<file path="src/rtl/pc_stall_ctrl.sv">
// PC select and RAW-hazard stall controller: boots to RESET_PC, freezes fetch on EX/MEM
// hazards for a fixed number of cycles, otherwise steps/redirects the PC. Outputs are combinational.
module pc_stall_ctrl #(
   parameter logic [31:0] RESET_PC  = 32'h00000000,
   parameter int          EX_STALL  = 2,
   parameter int          MEM_STALL = 1
) (
   input  logic        clk,
   input  logic        rst,
   input  logic [31:0] cur_pc,
   input  logic        if_valid,
   input  logic [4:0]  id_rs,
   input  logic [4:0]  id_rt,
   input  logic        id_use_rs,
   input  logic        id_use_rt,
   input  logic        ex_wreg,
   input  logic        mem_wreg,
   input  logic [4:0]  ex_rd,
   input  logic [4:0]  mem_rd,
   input  logic        br_taken,
   input  logic [31:0] br_target,
   input  logic        jmp,
   input  logic [31:0] jmp_target,
   output logic [31:0] next_pc,
   output logic        pc_en,
   output logic        ifid_en,
   output logic        ifid_flush,
   output logic        idex_bubble,
   output logic [15:0] stall_count
);

   typedef enum logic [1:0] {BOOT, RUN, STALL} state_t;

   // A zero stall length is treated as one; lengths are expected to fit the 8-bit counter.
   localparam int          EX_N   = (EX_STALL  < 1) ? 1 : EX_STALL;
   localparam int          MEM_N  = (MEM_STALL < 1) ? 1 : MEM_STALL;
   localparam logic [7:0]  EX_LD  = 8'(EX_N - 1);
   localparam logic [7:0]  MEM_LD = 8'(MEM_N - 1);

   state_t     state, state_nx;
   logic [7:0] cnt, cnt_nx;
   logic       exh, memh, hz;
   logic [7:0] ld;

   assign exh  = ex_wreg && (ex_rd != 5'd0) &&
                 ((id_use_rs && (id_rs == ex_rd)) || (id_use_rt && (id_rt == ex_rd)));
   assign memh = mem_wreg && (mem_rd != 5'd0) &&
                 ((id_use_rs && (id_rs == mem_rd)) || (id_use_rt && (id_rt == mem_rd)));
   assign hz   = if_valid && (exh || memh);
   assign ld   = exh ? EX_LD : MEM_LD;

   always_comb begin
      state_nx    = state;
      cnt_nx      = cnt;
      next_pc     = cur_pc + 32'd4;
      pc_en       = 1'b1;
      ifid_en     = 1'b1;
      ifid_flush  = 1'b0;
      idex_bubble = 1'b0;
      case (state)
         BOOT: begin
            next_pc    = RESET_PC;
            ifid_flush = 1'b1;
            state_nx   = RUN;
         end
         RUN: begin
            if (hz) begin
               next_pc     = cur_pc;
               pc_en       = 1'b0;
               ifid_en     = 1'b0;
               idex_bubble = 1'b1;
               // The detecting cycle is the first frozen cycle; a 1-cycle stall needs no STALL state.
               if (ld != 8'd0) begin
                  state_nx = STALL;
                  cnt_nx   = ld;
               end
            end else if (jmp) begin
               next_pc    = jmp_target;
               ifid_flush = 1'b1;
            end else if (br_taken) begin
               next_pc    = br_target;
               ifid_flush = 1'b1;
            end
         end
         STALL: begin
            next_pc     = cur_pc;
            pc_en       = 1'b0;
            ifid_en     = 1'b0;
            idex_bubble = 1'b1;
            cnt_nx      = cnt - 8'd1;
            if (cnt <= 8'd1) state_nx = RUN;
         end
         default: state_nx = BOOT;
      endcase
   end

   always_ff @(posedge clk or posedge rst) begin
      if (rst) begin
         state       <= BOOT;
         cnt         <= 8'd0;
         stall_count <= 16'd0;
      end else begin
         state <= state_nx;
         cnt   <= cnt_nx;
         if (state != BOOT && !pc_en && stall_count != 16'hFFFF)
            stall_count <= stall_count + 16'd1;
      end
   end

endmodule

</file>
<file path="config.mk">
export PLATFORM = sky130hd
export DESIGN_NAME = pc_stall_ctrl
export DESIGN_NICKNAME = d
export VERILOG_FILES = /design/src/rtl/pc_stall_ctrl.sv
export SDC_FILE = /design/constraint.sdc
export NUM_CORES = 1
export LEC_CHECK = 0
export CAP_MARGIN = 20
export CELL_PAD_IN_SITES_DETAIL_PLACEMENT = 0
export CELL_PAD_IN_SITES_GLOBAL_PLACEMENT = 2
export CORE_ASPECT_RATIO = 0.8
export CORE_MARGIN = 3
export CORE_UTILIZATION = 20
export CTS_CLUSTER_DIAMETER = 200
export DETAILED_ROUTE_END_ITERATION = 8
export GPL_TIMING_DRIVEN = 0
export PLACE_DENSITY = 0.85
export REMOVE_ABC_BUFFERS = 1
export SLEW_MARGIN = 20
export SYNTH_ARGS = -nofsm -noshare
export SYNTH_HDL_FRONTEND = slang
export SYNTH_SLANG_ARGS = --single-unit
</file>
<file path="constraint.sdc">
create_clock -name clk -period 3.3 [get_ports clk]
set_input_delay 0.495 -clock clk [delete_from_list [all_inputs] [get_ports clk]]
set_output_delay 0.495 -clock clk [all_outputs]
set_load 0.05 [all_outputs]
</file>
==> results of run 1 <==
## path summary, 6_finish.rpt
check / endpoint / depth (start not counted)
setup / recovery: next_pc[24] / 9
hold / removal: cnt[4] / 1
min in group asynchronous: stall_count[10] / 2
setup reg to reg: stall_count[1] / 7
max in group asynchronous: stall_count[6] / 2
hold reg to reg: cnt[4] / 1
## cell type report
class                      count  area (um2)
tap                          215         269
inverter                      15        60.1
sequential                    26         651
timing repair buffer         194        1870
antenna                        1        2.50
timing repair inverter         1        7.51
clock buffer                   4        88.8
multi-input combinational    380        2750
fill                        1674       10200
## per-layer routing
metal,vias to the layer above,wire length [um],global-route usage
met2,130,6980,0.263
met4,0,201,0.0257
met1,1939,6980,0.213
li1,2002,-,-
met5,-,0,0
met3,18,845,0.0259
## placed cells by master, fill, tap and decap left out, drive strengths merged, types with 3 or more instances in the layout
master,instances
and2,6
dfrtp,26
or3,3
clkdlybuf4s15,3
buf,54
a221o,5
nor3,10
a22oi,11
clkdlybuf4s50,101
and3,4
a21oi,22
ha,8
o21ai,39
clkbuf,6
a21o,8
dlygate4sd2,29
nand2,56
nand4,14
and4,4
nor2,27
a22o,8
nor2b,3
o211ai,8
nand3b,3
o221ai,8
inv,14
nor4,4
mux2i,7
xnor2,41
o22ai,8
xor2,19
nand2b,4
a31oi,4
dlymetal6s2s,5
nand3,22
## per-stage QoR
stage / power (W) / hold slack (ns) / TNS (ns) / worst slack, ns / std cells
floorplan: 0.00149 / 0.446 / -3.13 / -0.900 / 420
finish: 0.00271 / 0.480 / 0 / 0.0500 / 836
global placement: 0.00221 / 0.464 / -56.41 / -1.98 / 811
CTS: 0.00258 / 0.483 / -0.344 / -0.0919 / 829
global route: 0.00284 / 0.528 / -0.0577 / -0.0385 / 836
detailed placement: 0.00221 / 0.474 / -50.57 / -1.76 / 812
## worst register-to-register path, stage by stage, from the launching register on
cell and delay (ns):
dfrtp_1 0.45, inv_1 0.11, ha_2 0.25, inv_1 0.16
a221oi_4 0.10, buf_4 0.19, nor2_1 0.66, mux2_2 0.41
## cell families after synthesis
group                      count (synthesis)
adders and majority gates                  8
and+or+nand+nor                          162
xor gates and xnor gates                  60
muxes                                      9
AOI/OAI and AO/OA                        140
buffers and inverters                     41
DFF                                       26
## flip-flops by register name (all words and copies together) (netlist names)
name / flops
stall_count: 16
cnt: 8
state: 2
## power by group
| group | internal, W | leakage, nW | switching (W) |
|---|---|---|---|
| Sequential | 0.000356 | 0.348 | 0.0000495 |
| Combinational | 0.000756 | 1.88 | 0.00125 |
| Clock | 0.000185 | 0.0442 | 0.000104 |
| Total | 0.00130 | 2.28 | 0.00141 |
## timing repair
item / 4_1_cts / 5_1_grt
hold buffers: 0 / 0
cloned: 2 / 1
resized for setup: 305 / 18
setup buffers: 11 / 5
endpoints found under the setup margin: 36 / 33
pin swaps: 20 / 11
endpoints found under the hold margin: 0 / 0
==> out/results.tsv, run 1 <==
metric	value	unit
ys flop type	dfrtp_1	
Buffers on Ports	176	
Overall Global Routing Usage	0.156	
Starting Density	0.206	
CP bufs+invs	3	
Pre-antenna DRT Iters	5	
CTS clock-pin slew for the worst setup and hold paths	0.06	ns
Post-Synth Simple-Gate Area	0.239	
CP Max Fanout	8	
Clock Root Buffer	clkbuf_16	
Slew HR	0.350	
Critical R2R Launch	state[1]	
YS warnings	0	
initial antenna violation count	1	
vias in the first global route	4199	
worst stage delay on the critical path	0.53	ns
worst skew pair latency	0.26	ns
Worst EP required	2.80	ns
Cell variety after synth	56	
top cells by count, synth	nand2_1 (56), xnor2_1 (41), o21ai_0 (38)	
CTS buffer count	3	
Cell Chain, Critical Path	buf_4 > or3_4 > o311a_4 > a221oi_4 > nand2_4 > buf_12 > a211o_1 > o211ai_1 > buf_4	
ranking of synthesized cells by area	dfrtp_1 (20%), xnor2_1 (11%), nand2_1 (6.4%), o21ai_0 (5.8%), xor2_1 (5.1%)	
Compound-Gate Fraction of Synth Area	0.294	
Cell Area, Placed	5210	um2
row count	41	
Min-Delay Path Class	reg2reg	
Syn Inst Count	446	
Seq/Total Area, Yosys	0.198	
RSZ-0062 raised after global routing	yes	
endpoints failing hold	0	
peak supply drop	480	uV
CP dominant cell by count	buf_4	
Die Y	121	um
Longest Clk Path Bufs	2	
routability congestion estimate	0.798	
Async S/R FF share, synth	1.00	
GRT Residual Overflow	0	
drt first-iter violations	250	
clock skew	0.00214	ns
Final Slew Violations	0	
crit path time final	3.25	ns
Cell Area, Synth	3280	um2
CTS tree	yes	
kind of critical path	in2out	
Ports	177	
CP max-delay cell	a221oi_4	
post-synthesis mux area share	0.0282	
flops & latches, synth	26	
post-layout net count	754	
drt drc	0	
Final Util	0.358	
critical path data arrival time	2.76	ns
outcome	finished clean	
main combinational cell family by area after synthesis	compound AO/OA/AOI/OAI gates	
CORE AREA	15900	um2
pin count of the biggest net entering global routing	38	
die span in x	149	um
CP startpoint kind	primary input	
Post-synth EDFFs	0	
PD cells	475	nW/um2
antenna-violating nets left	0	
reg2reg setup slack	0.87	ns
critical path's top delay family	compound AO/OA/AOI/OAI gates	
Routed wire per std cell	17.9	um
hold_sp	cnt[4]	
final setup fails	0	
cell taking the most area after synthesis	dfrtp_1	
CP Capture Type	primary output	
Max Fclk	308	MHz
dpl hpwl	11.0	mm
post-synthesis xor/xnor area fraction	0.160	
Vias per Instance	4.89	
top-area cell type share of the netlist area	0.198	
CTS sink cnt	26	
most frequent cell after synthesis	nand2_1	
H-tree depth	1	
DR vias	4089	
share of post-route cells with drive strength above 1	0.169	
Slew @ Worst Pin	0.970	ns
Static Leak	2.28	nW
first-pass GRT wire length	22.7	mm
area grow syn2layout	73.8	%
Synth Area in Adders	0.0305	
Critical path origin	mem_rd[1]	
Design Area, Final	5700	um2
final wirelength	15.0	mm
part of the cycle the worst path needs	0.985	
area of the die	18000	um2
Max Cap Viol	0	
syn avg cell area	7.36	um2
No activity file was read; power rests on OpenSTA's default activity.
==> run 2: changes to the inputs <==
Clock period 3.3 ns to 3.2 ns, I/O delays scaled along.
==> run 2 against run 1 <==
  * Sequential cell count unchanged
  * Sequential share of layout area decreased by 0.25 points
  * Utilization increased by 0.80 points
  * Critical path depth unchanged
  * Wire length increased by 0.83%
  * Critical path type unchanged
  * Largest cell class unchanged
==> out/results.tsv, run 2 (synthesized netlist as in run 1, its figures left out) <==
metric	value	unit	change
antenna-violating nets left	0		unchanged
CP bufs+invs	3		unchanged
critical path's top delay family	compound AO/OA/AOI/OAI gates		
CTS clock-pin slew for the worst setup and hold paths	0.06	ns	about the same
CP max-delay cell	a221oi_4		
most frequent cells in the layout	clkdlybuf4s50_1 (100), nand2_1 (53), xnor2_1 (41)		
area of the multi-input gates	2850	um2	+3.4%
final wirelength	15.1	mm	+0.83%
Switching Fraction	0.519		-0.00128
worst stage delay on the critical path	0.52	ns	about the same
Logic pwr share	0.750		+0.007
CTS buffer count	3		unchanged
final setup fails	0		unchanged
CORE AREA	15900	um2	unchanged
RSZ-0062 raised after global routing	yes		
CP startpoint kind	primary input		
Cell Area, Placed	5210	um2	unchanged
Slew HR	0.360		+0.00919
Design Area, Final	5830	um2	+2.2%
Longest Clk Path Bufs	2		unchanged
Top reg by flops	stall_count		
Clock Root Buffer	clkbuf_16		
part of the cycle the worst path needs	0.996		
post-layout net count	761		+0.93%
clock skew	0.00276	ns	+0.000626 ns
Min Hold Slack	0.482	ns	+0.00233 ns
dpl hpwl	11.0	mm	unchanged
Die Y	121	um	unchanged
first-pass GRT wire length	23.1	mm	+1.5%
CP Capture Type	primary output		
share of post-route cells with drive strength above 1	0.198		+0.0284
critical path data arrival time	2.71	ns	-0.05 ns
fill cell count	1679		+0.30%
PD cells	491	nW/um2	+3.5%
Routed wire per std cell	17.9	um	about the same
kind of critical path	in2out		
worst skew pair latency	0.26	ns	about the same
Overall Global Routing Usage	0.159		+0.00301
Min-Delay Path Class	reg2reg		
Max Cap Viol	0		unchanged
Buffers on Ports	176		unchanged
Internal Power	0.00138	W	+6.1%
endpoints failing hold	0		unchanged
Vias per Instance	4.94		+0.94%
drt drc	0		unchanged
initial antenna violation count	1		unchanged
non-filler cells, final	843		+0.84%
drt first-iter violations	358		+43%
placed cells	812		unchanged
pin count of the biggest net entering global routing	38		unchanged
CP Max Fanout	6		-2
Pre-antenna DRT Iters	7		+2
crit path time final	3.19	ns	
CTS sink cnt	26		unchanged
outcome	finished clean		
Starting Density	0.206		unchanged
Slew @ Worst Pin	0.956	ns	-0.0137 ns
Clock power frac	0.104		-0.003
area of the die	18000	um2	unchanged
Largest regs	stall_count (16), cnt (8), state (2)		
Post-CTS Hold Buffers	0		unchanged
vias in the first global route	4220		+0.50%
Static Leak	2.32	nW	+1.8%
routability congestion estimate	0.798		unchanged
sequential share of power	0.146		-0.004
DR vias	4162		+1.8%
Ports	177		unchanged
leading cell type in the layout, fill and taps excluded	clkdlybuf4s50_1		
H-tree depth	1		unchanged
net load switching power	0.00149	W	+5.6%
max FFs per register	16		unchanged
Worst EP required	2.72	ns	-0.08 ns
CTS tree	yes		
die span in x	149	um	unchanged
Cell Chain, Critical Path	buf_8 > or3_4 > o311a_4 > a221oi_4 > buf_12 > a21oi_4 > o32a_1 > o21ai_2 > buf_6		
row count	41		unchanged
Max Fclk	314	MHz	
Final Slew Violations	0		unchanged
area grow syn2layout	77.7	%	
GRT Residual Overflow	0		unchanged
Reg area	651	um2	unchanged
peak supply drop	495	uV	+3.2%
==> run 2: layout make-up <==
cell class / count / share of cell area
clock buffers: 4 / 0.0152
inverters: 15 / 0.0103
repair inverters: 1 / 0.00129
multi-input cells: 380 / 0.488
repair buffers: 201 / 0.327
well taps: 215 / 0.0462
flip-flops and latches: 26 / 0.112
diodes: 1 / 0.000429
==> run 2: power by group through the flow <==
stage | clock network, W | logic (W) | registers [W]
floorplan | 0 | 0.00102 | 0.000516
global placement | 0 | 0.00186 | 0.000417
detailed placement | 0 | 0.00186 | 0.000418
CTS | 0.000312 | 0.00205 | 0.000417
global route | 0.000324 | 0.00226 | 0.000424
finish | 0.000297 | 0.00215 | 0.000418
==> run 2: metal layers <==
metal / vias to the layer above / GRT usage / wire length (um)
met3: 16 / 0.0210 / 873
met4: 0 / 0.0234 / 195
met1: 1994 / 0.223 / 6950
li1: 2008 / - / -
met2: 144 / 0.266 / 7110
met5: - / 0 / 0
==> run 2: worst reg2reg max path, cell delays in order (launching register included) <==
cell	delay, ns
dfrtp_1	0.45
inv_1	0.11
ha_2	0.27
inv_1	0.17
a221oi_4	0.09
buf_4	0.18
nor2_1	0.66
mux2_2	0.41
==> run 2: timing repair <==
item / 4_1_cts / 5_1_grt
endpoints found under the setup margin: 41 / 32
setup buffers: 15 / 10
gates cloned: 3 / 0
hold endpoints to repair: 0 / 0
gates resized for setup: 314 / 45
pin swaps: 20 / 17
==> run 2: per-stage QoR <==
step	util	worst slack [ns]	power, W	setup TNS, ns
2_1_floorplan	-	-0.970	0.00153	-4.18
3_3_place_gp	0.327	-2.05	0.00228	-60.12
3_5_place_dp	0.328	-1.83	0.00228	-54.28
4_1_cts	0.353	-0.0903	0.00278	-0.462
5_1_grt	0.366	-0.0743	0.00301	-0.263
6_report	0.366	0.0123	0.00286	0
==> run 2: final timing paths <==
path / startpoint / end / slack (ns) / cells after the start
max reg2reg: state[1] / stall_count[1] / 0.74 / 7
min: cnt[4] / cnt[4] / 0.48 / 1
max in group asynchronous: rst / stall_count[6] / 2.24 / 2
min reg2reg: cnt[4] / cnt[4] / 0.48 / 1
max: ex_rd[1] / next_pc[17] / 0.01 / 9
min in group asynchronous: rst / stall_count[10] / 0.59 / 2
